[config.mk]
export PLATFORM = sky130hd
export DESIGN_NAME = mem_port_arbiter
export DESIGN_NICKNAME = d
export VERILOG_FILES = /design/src/rtl/mem_port_arbiter.sv
export SDC_FILE = /design/constraint.sdc
export NUM_CORES = 1
export LEC_CHECK = 0
export ABC_CLOCK_PERIOD_IN_PS = 1800
export BUFFER_PORTS_ARGS = -buffer_cell sky130_fd_sc_hd__buf_4
export CORE_ASPECT_RATIO = 1.2
export CORE_MARGIN = 1.5
export CORE_UTILIZATION = 43
export CTS_BUF_LIST = sky130_fd_sc_hd__clkbuf_2 sky130_fd_sc_hd__clkbuf_4 sky130_fd_sc_hd__clkbuf_8
export CTS_CLUSTER_SIZE = 20
export DETAILED_ROUTE_END_ITERATION = 7
export PLACE_DENSITY_LB_ADDON = 0.12
export SYNTH_ARGS = -nofsm -noshare
export SYNTH_HDL_FRONTEND = slang
export SYNTH_SLANG_ARGS = --single-unit
[constraint.sdc]
create_clock -name clk -period 1.8 [get_ports clk]
set_input_delay 0.18 -clock clk [delete_from_list [all_inputs] [get_ports clk]]
set_output_delay 0.18 -clock clk [all_outputs]
set_load 0.02 [all_outputs]
[src/rtl/mem_port_arbiter.sv]
// Shares one SRAM-like memory port between instruction fetch (I) and the
// load/store path (D). One transaction at a time, data has fixed priority.
// Completion is signalled with a one-cycle registered ok pulse per side.
module mem_port_arbiter #(
  parameter int unsigned ADDR_W = 32,
  parameter int unsigned DATA_W = 32
) (
  input  logic                  clk,
  input  logic                  rst,
  // fetch side
  input  logic                  inst_req,
  input  logic [ADDR_W-1:0]     inst_addr,
  input  logic                  inst_cancel,
  output logic [DATA_W-1:0]     inst_rdata,
  output logic                  inst_ok,
  // load/store side
  input  logic                  data_req,
  input  logic [DATA_W/8-1:0]   data_wen,
  input  logic [ADDR_W-1:0]     data_addr,
  input  logic [DATA_W-1:0]     data_wdata,
  output logic [DATA_W-1:0]     data_rdata,
  output logic                  data_ok,
  // hazard unit
  output logic                  stall_if,
  output logic                  stall_mem,
  // shared memory port
  output logic                  mem_req,
  output logic                  mem_wr,
  output logic [DATA_W/8-1:0]   mem_wstrb,
  output logic [ADDR_W-1:0]     mem_addr,
  output logic [DATA_W-1:0]     mem_wdata,
  input  logic                  mem_addr_ok,
  input  logic [DATA_W-1:0]     mem_rdata,
  input  logic                  mem_data_ok
);

  localparam int unsigned STRB_W = DATA_W / 8;

  typedef enum logic [1:0] {
    S_IDLE = 2'd0,
    S_REQ  = 2'd1,
    S_WAIT = 2'd2,
    S_DONE = 2'd3
  } state_e;

  localparam logic OWNER_I = 1'b0;
  localparam logic OWNER_D = 1'b1;

  state_e              state_q, state_d;
  logic                owner_q, owner_d;
  logic                cancel_q, cancel_d;
  logic                mem_req_q, mem_req_d;
  logic                mem_wr_q, mem_wr_d;
  logic [STRB_W-1:0]   mem_wstrb_q, mem_wstrb_d;
  logic [ADDR_W-1:0]   mem_addr_q, mem_addr_d;
  logic [DATA_W-1:0]   mem_wdata_q, mem_wdata_d;
  logic [DATA_W-1:0]   inst_rdata_q, inst_rdata_d;
  logic                inst_ok_q, inst_ok_d;
  logic [DATA_W-1:0]   data_rdata_q, data_rdata_d;
  logic                data_ok_q, data_ok_d;
  logic                cancel_hit;

  // A cancel only matters while a fetch owns the port.
  assign cancel_hit = inst_cancel && (owner_q == OWNER_I) && (state_q != S_IDLE);

  // State register and all registered outputs; reset abandons any transaction.
  always_ff @(posedge clk) begin
    if (rst) begin
      state_q      <= S_IDLE;
      owner_q      <= OWNER_I;
      cancel_q     <= 1'b0;
      mem_req_q    <= 1'b0;
      mem_wr_q     <= 1'b0;
      mem_wstrb_q  <= '0;
      mem_addr_q   <= '0;
      mem_wdata_q  <= '0;
      inst_rdata_q <= '0;
      inst_ok_q    <= 1'b0;
      data_rdata_q <= '0;
      data_ok_q    <= 1'b0;
    end else begin
      state_q      <= state_d;
      owner_q      <= owner_d;
      cancel_q     <= cancel_d;
      mem_req_q    <= mem_req_d;
      mem_wr_q     <= mem_wr_d;
      mem_wstrb_q  <= mem_wstrb_d;
      mem_addr_q   <= mem_addr_d;
      mem_wdata_q  <= mem_wdata_d;
      inst_rdata_q <= inst_rdata_d;
      inst_ok_q    <= inst_ok_d;
      data_rdata_q <= data_rdata_d;
      data_ok_q    <= data_ok_d;
    end
  end

  // Next-state and next-output logic: grant, address phase, data phase, done.
  always_comb begin
    state_d      = state_q;
    owner_d      = owner_q;
    cancel_d     = cancel_q;
    mem_req_d    = mem_req_q;
    mem_wr_d     = mem_wr_q;
    mem_wstrb_d  = mem_wstrb_q;
    mem_addr_d   = mem_addr_q;
    mem_wdata_d  = mem_wdata_q;
    inst_rdata_d = inst_rdata_q;
    inst_ok_d    = 1'b0;
    data_rdata_d = data_rdata_q;
    data_ok_d    = 1'b0;

    if (cancel_hit) begin
      cancel_d = 1'b1;
    end

    unique case (state_q)
      S_IDLE: begin
        cancel_d = 1'b0;
        if (data_req) begin
          owner_d     = OWNER_D;
          mem_addr_d  = data_addr;
          mem_wdata_d = data_wdata;
          mem_wstrb_d = data_wen;
          mem_wr_d    = |data_wen;
          mem_req_d   = 1'b1;
          state_d     = S_REQ;
        end else if (inst_req) begin
          owner_d     = OWNER_I;
          mem_addr_d  = inst_addr;
          mem_wdata_d = '0;
          mem_wstrb_d = '0;
          mem_wr_d    = 1'b0;
          mem_req_d   = 1'b1;
          state_d     = S_REQ;
        end
      end

      // Hold the request stable until the memory takes the address.
      S_REQ: begin
        if (mem_addr_ok) begin
          mem_req_d = 1'b0;
          state_d   = S_WAIT;
        end
      end

      // Capture the response; a cancelled fetch completes silently.
      S_WAIT: begin
        if (mem_data_ok) begin
          state_d = S_DONE;
          if (owner_q == OWNER_D) begin
            data_ok_d = 1'b1;
            if (!mem_wr_q) begin
              data_rdata_d = mem_rdata;
            end
          end else if (!(cancel_q || cancel_hit)) begin
            inst_ok_d    = 1'b1;
            inst_rdata_d = mem_rdata;
          end
        end
      end

      // ok is visible this cycle; the requester advances on this edge.
      S_DONE: begin
        cancel_d = 1'b0;
        state_d  = S_IDLE;
      end

      default: begin
        state_d = S_IDLE;
      end
    endcase
  end

  assign mem_req    = mem_req_q;
  assign mem_wr     = mem_wr_q;
  assign mem_wstrb  = mem_wstrb_q;
  assign mem_addr   = mem_addr_q;
  assign mem_wdata  = mem_wdata_q;
  assign inst_rdata = inst_rdata_q;
  assign inst_ok    = inst_ok_q;
  assign data_rdata = data_rdata_q;
  assign data_ok    = data_ok_q;

  // Stall requests go straight to the hazard unit.
  assign stall_if  = inst_req & ~inst_ok_q;
  assign stall_mem = data_req & ~data_ok_q;

endmodule

* Yosys cells after proc, flatten, opt, wreduce, memory -nomap -nowiden *
Index checks and enable logic that the tools add are counted.

storage, ports and cells
  register bits = 140
  input port bits = 139
  output and inout bits = 138
  word-level logic and storage cells = 63

cells by class
  equality and inequality tests = 6
  muxes and demuxes = 20
  bitwise logic cells = 9
  reduce and logical (&&, ||, !) cells = 16

operator list
  kind                                            number
  two-way mux 32 bit                              4
  two-way mux 1 bit                               8
  two-way mux 2 bit                               4
  two-way mux 4 bit                               2
  case mux 2 bit (4 select lines)                 1
  AND reduction 4 bit                             2
  OR reduction 4 bit                              2
  NOT 1 bit                                       7
  AND reduction 3 bit                             2
  nonzero test 2 bit                              3
  OR reduction 3 bit                              2
  == test 2 bit (second input constant)           2
  != test 2 bit (second input constant)           2
  != test 3 bit (second input constant)           1
  bitwise AND 1 bit                               2
  == test 2 x 1 -> 1 bit (second input constant)  1
  logical AND 1 bit                               2
  logical NOT 2 bit                               1
  case mux 1 bit (2 select lines)                 1
  AND reduction 2 bit                             1
  logical OR 1 bit                                1

* Logic depth before layout (Yosys ltp) *
  depth in word-level cells = 6
  mapped depth = 8
  depth with buffers taken out = 5

* Worst setup path after synthesis *
OpenSTA, ideal clock, no wires.

  path kind = register to register
  start point = reg state_q[0]
  end point = reg inst_rdata_q[10] (netlist: inst_rdata[10])
  setup time = 0.072 ns
  arrival time = 1.653 ns
  required time = 1.728 ns
  slack = 0.076 ns
  stages on the path, launching flop included = 8
  buffers on the path = 2
  period minus slack after synthesis = 1.724 ns
  cells stage by stage = dfxtp_1 inv_1 ha_1 buf_4 inv_2 a2111oi_4 buf_6 mux2i_1

between the ends
  longest elaborated chain between the ends = 5
  elaborated cells between the ends (all ways) = 6
  those cells by class = eq/ne (1); bitwise (1); reduce/logical (4)

RTL lines
  item                             line  text
  from (decl)                      49    state_e state_q, state_d;
  from (signal assigned)           82    state_q <= state_d;
  nonzero test 2 bit               64    assign cancel_hit = inst_cancel && (owner_q == OWNER_I) && (state_q != S_IDLE);
  logical AND 1 bit                64
  logical OR 1 bit                 155   end else if (!(cancel_q || cancel_hit)) begin
  NOT 1 bit (no line)              --
  AND reduction 4 bit (no line) *  --
  to (signal assigned)             90    inst_rdata_q <= inst_rdata_d;
  to (decl)                        57    logic [DATA_W-1:0] inst_rdata_q, inst_rdata_d;

Mark *: on every way between the ends. The rest lies on a longest branch, timed or not.
A chain may end at the register's enable or synchronous reset.

* Worst setup path after layout *
  start point = reg state_q[0]
  end point = reg inst_rdata_q[13] (netlist: inst_rdata[13])

Same word-level chain as after synthesis.

==> metrics.cfg <==
[placement]
io_buffers = 276
hpwlAfterDp_um = 11600
dp_cells = 1030
post_dp_cell_area_mm2 = 0.00788
dp_slack_ps = 32.3
place.gp.congestion = 0.774

[synth]
synth_nets = 772
yosys.cell_types.count = 32
yosysWarningCount = 0
syn_inst = 628
ys_ff_latch = 140
seq_area_frac_synth = 0.497
avgSynthCellArea_um2 = 8.97
syn_area_mm2 = 0.00563

[timing]
fmax_mhz = 584
setup_violations = 0
min_period_ps = 1710
maxSlewViolCount = 0
finalCritPeriodShare = 0.952
rsz0062_at_grt = false
skew_ps = 13.1
worst_pin_slew_ps = 395
timing.slew.headroom = 0.737
setup_slack_ps = 86.2
hold_viol = 0
fin_tns_setup_ps = 0
hold_slack_ps = 24.1

[route]
via_per_inst = 5.01
vias = 5490
ant_nets = 0
drt-wirelength-per-cell_um = 15.5
drtIter0Drc = 240
drcViolationCount = 0
drt_wl_total_um = 17000
drtPass1Iterations = 5

[clocking]
cts_made_buffers = 17
clock_sinks = 140
root_buffer = clkbuf_8
clk_pin_slew_worst_paths_ps = 80
clockBufferDepth = 2
cts_tree = done
clock_latency_ps = 430
htreeDepth = 4

[power]
swShare = 0.350
p_leak_nw = 3.81
pwr-share-comb = 0.371
p_clk_frac = 0.267
intPower_mw = 7.08
vdd_ir_drop_max_mv = 0.863
p_per_area_mw_per_mm2 = 1250
power_frac_seq = 0.361
p_total_mw = 10.9
p_sw_mw = 3.81

[setup_path]
reg2reg_from = state_q[0]$_SDFFE_PP0P_
critPathLaunch = state_q[0]$_SDFFE_PP0P_
critical_path.endpoint = inst_rdata[13]$_SDFFE_PP0P_
arrival_ps = 2070
cp-end-kind = flip-flop
r2r_slack_ps = 90
worstSetupPathType = flip-flop to flip-flop
timing.rr.end = inst_rdata[13]$_SDFFE_PP0P_
required_ps = 2150
rr_worst_depth = 7
crit_fanout = 17
critPathLaunchType = flip-flop

[final_layout]
syn_to_final_growth_pct = 54.8
layout_commonest_cell = buf_4
post-route-cell-area_mm2 = 0.00872
fin_cells = 1095
n_fill_cell = 991
final_nets = 1063
drive_gt1_frac = 0.357
antenna_cells = 0
layout_common_cells = 282 x buf_4, 140 x dfxtp_1, 101 x nand2_1
fin_util = 0.685

[floorplan]
start_util = 0.443
core_area_mm2 = 0.0127
rows = 45
die_w_um = 107
ioPinCount = 277
dieArea_mm2 = 0.0138
die_y_um = 128

[run]
maxCapViolations = 0

[grt]
grt_pass1_wl_um = 25500
antenna_found_initial = 0
grt-ovfl-total = 0
grt_max_degree = 66
grt_use_total = 0.233
grt_pass1_vias = 5294

[hold_path]
hold_path_class = primary input to flip-flop

[status]
status = finished clean

[flip-flops by register name, summed over array words and instances (netlist names)]
| name | count |
|---|---|
| data_rdata | 32 |
| inst_rdata | 32 |
| mem_addr | 32 |
| mem_wdata | 32 |
| mem_wstrb | 4 |
| state_q | 2 |
| cancel_q | 1 |
| data_ok | 1 |
| inst_ok | 1 |
| mem_req | 1 |
| mem_wr | 1 |
| owner_q | 1 |
[routing by layer]
layer	part of all wire	track usage
met2	0.51	0.423
met4	0.025	0.0898
met5	0	0
met1	0.38	0.255
met3	0.081	0.0709
[kinds of logic (layout without fill, tap and decap cells)]
logic type / Yosys count / count (layout) / share of synthesized area
and+or+nand+nor: 249 / 249 / 0.210
DFF: 140 / 140 / 0.497
AOI/OAI and AO/OA: 111 / 111 / 0.121
muxes: 65 / 65 / 0.115
buffers and inverters: 58 / 361 / 0.0455
adders and majority gates: 5 / 5 / 0.0111
[area by class of cell]
cell class	count	area (um2)	area share
well taps	164	205	0.0235
repair buffers	324	2640	0.303
inverters	6	22.5	0.00258
flip-flops and latches	140	2800	0.321
clock buffers	18	248	0.0284
multi-input cells	430	2580	0.296
clock inverters	13	214	0.0245
[timing repair]
item / in CTS / in global routing
hold buffers: 31 / 0
setup buffers: 0 / 1
gates resized for setup: 0 / 6
endpoints found under the setup margin: 0 / 45
endpoints found under the hold margin: 35 / 0
[worst min path at each step]
| stage | cells past startpoint | end | start | slack, ps |
|---|---|---|---|---|
| final | 3 | data_rdata[5]$_SDFFE_PP0P_ | mem_rdata[5] | 20 |
| after floorplan | 2 | data_rdata[0]$_SDFFE_PP0P_ | mem_rdata[0] | 320 |
| after global routing | 3 | mem_wdata[3]$_SDFFE_PP0P_ | data_wdata[3] | 9 |
| after global placement | 2 | mem_wdata[2]$_SDFFE_PP0P_ | mem_wdata[2]$_SDFFE_PP0P_ | 440 |
| after detailed placement | 2 | mem_wdata[22]$_SDFFE_PP0P_ | mem_wdata[22]$_SDFFE_PP0P_ | 440 |
| after CTS | 3 | mem_wdata[8]$_SDFFE_PP0P_ | data_wdata[8] | 0.2 |
[synthesized netlist by cell type]
| library cell | number | share of area |
|---|---|---|
| nor3_1 | 1 | 0.00089 |
| o21ai_0 | 1 | 0.00089 |
| buf_1 | 5 | 0.0033 |
| a211o_1 | 1 | 0.0016 |
| nand2b_1 | 66 | 0.073 |
| inv_1 | 5 | 0.0033 |
| clkbuf_1 | 33 | 0.022 |
| inv_2 | 1 | 0.00067 |
| and4b_1 | 1 | 0.0018 |
| a32oi_1 | 1 | 0.0016 |
| a211oi_1 | 33 | 0.044 |
| a22oi_1 | 1 | 0.0013 |
| nor2_1 | 34 | 0.023 |
| o21ai_2 | 1 | 0.0016 |
| buf_6 | 3 | 0.0060 |
| or4_1 | 1 | 0.0013 |
| buf_2 | 10 | 0.0089 |
| ha_1 | 5 | 0.011 |
| dfxtp_1 | 140 | 0.50 |
| nand2_2 | 1 | 0.0011 |
| mux2i_1 | 65 | 0.12 |
| o21a_1 | 1 | 0.0013 |
| nand2_1 | 101 | 0.067 |
| a21oi_1 | 70 | 0.062 |
| nand4b_1 | 1 | 0.0016 |
| nor2b_1 | 4 | 0.0044 |
| nor4_1 | 2 | 0.0022 |
| nor3b_1 | 1 | 0.0013 |
| a2111oi_4 | 1 | 0.0049 |
| nand3_1 | 36 | 0.032 |
| buf_4 | 1 | 0.0013 |
| o21bai_1 | 1 | 0.0013 |
[power by group through the flow]
stage               Sequential (mW)  Combinational, mW  Clock, mW
floorplan                      4.56               1.72          0
global placement               3.97               3.73          0
detailed placement             4.00               3.82          0
CTS                            3.93               3.89       2.99
global route                   4.00               4.36       3.10
finish                         3.93               4.04       2.91
[worst max-delay path, cell delays in order (launching register included)]
cell and delay [ps]:
dfxtp_1 340, inv_2 100, ha_1 190, nand2_2 80, a2111oi_4 310, buf_4 190
clkbuf_16 210, mux2i_1 210
No activity file was read; power rests on OpenSTA's default activity.
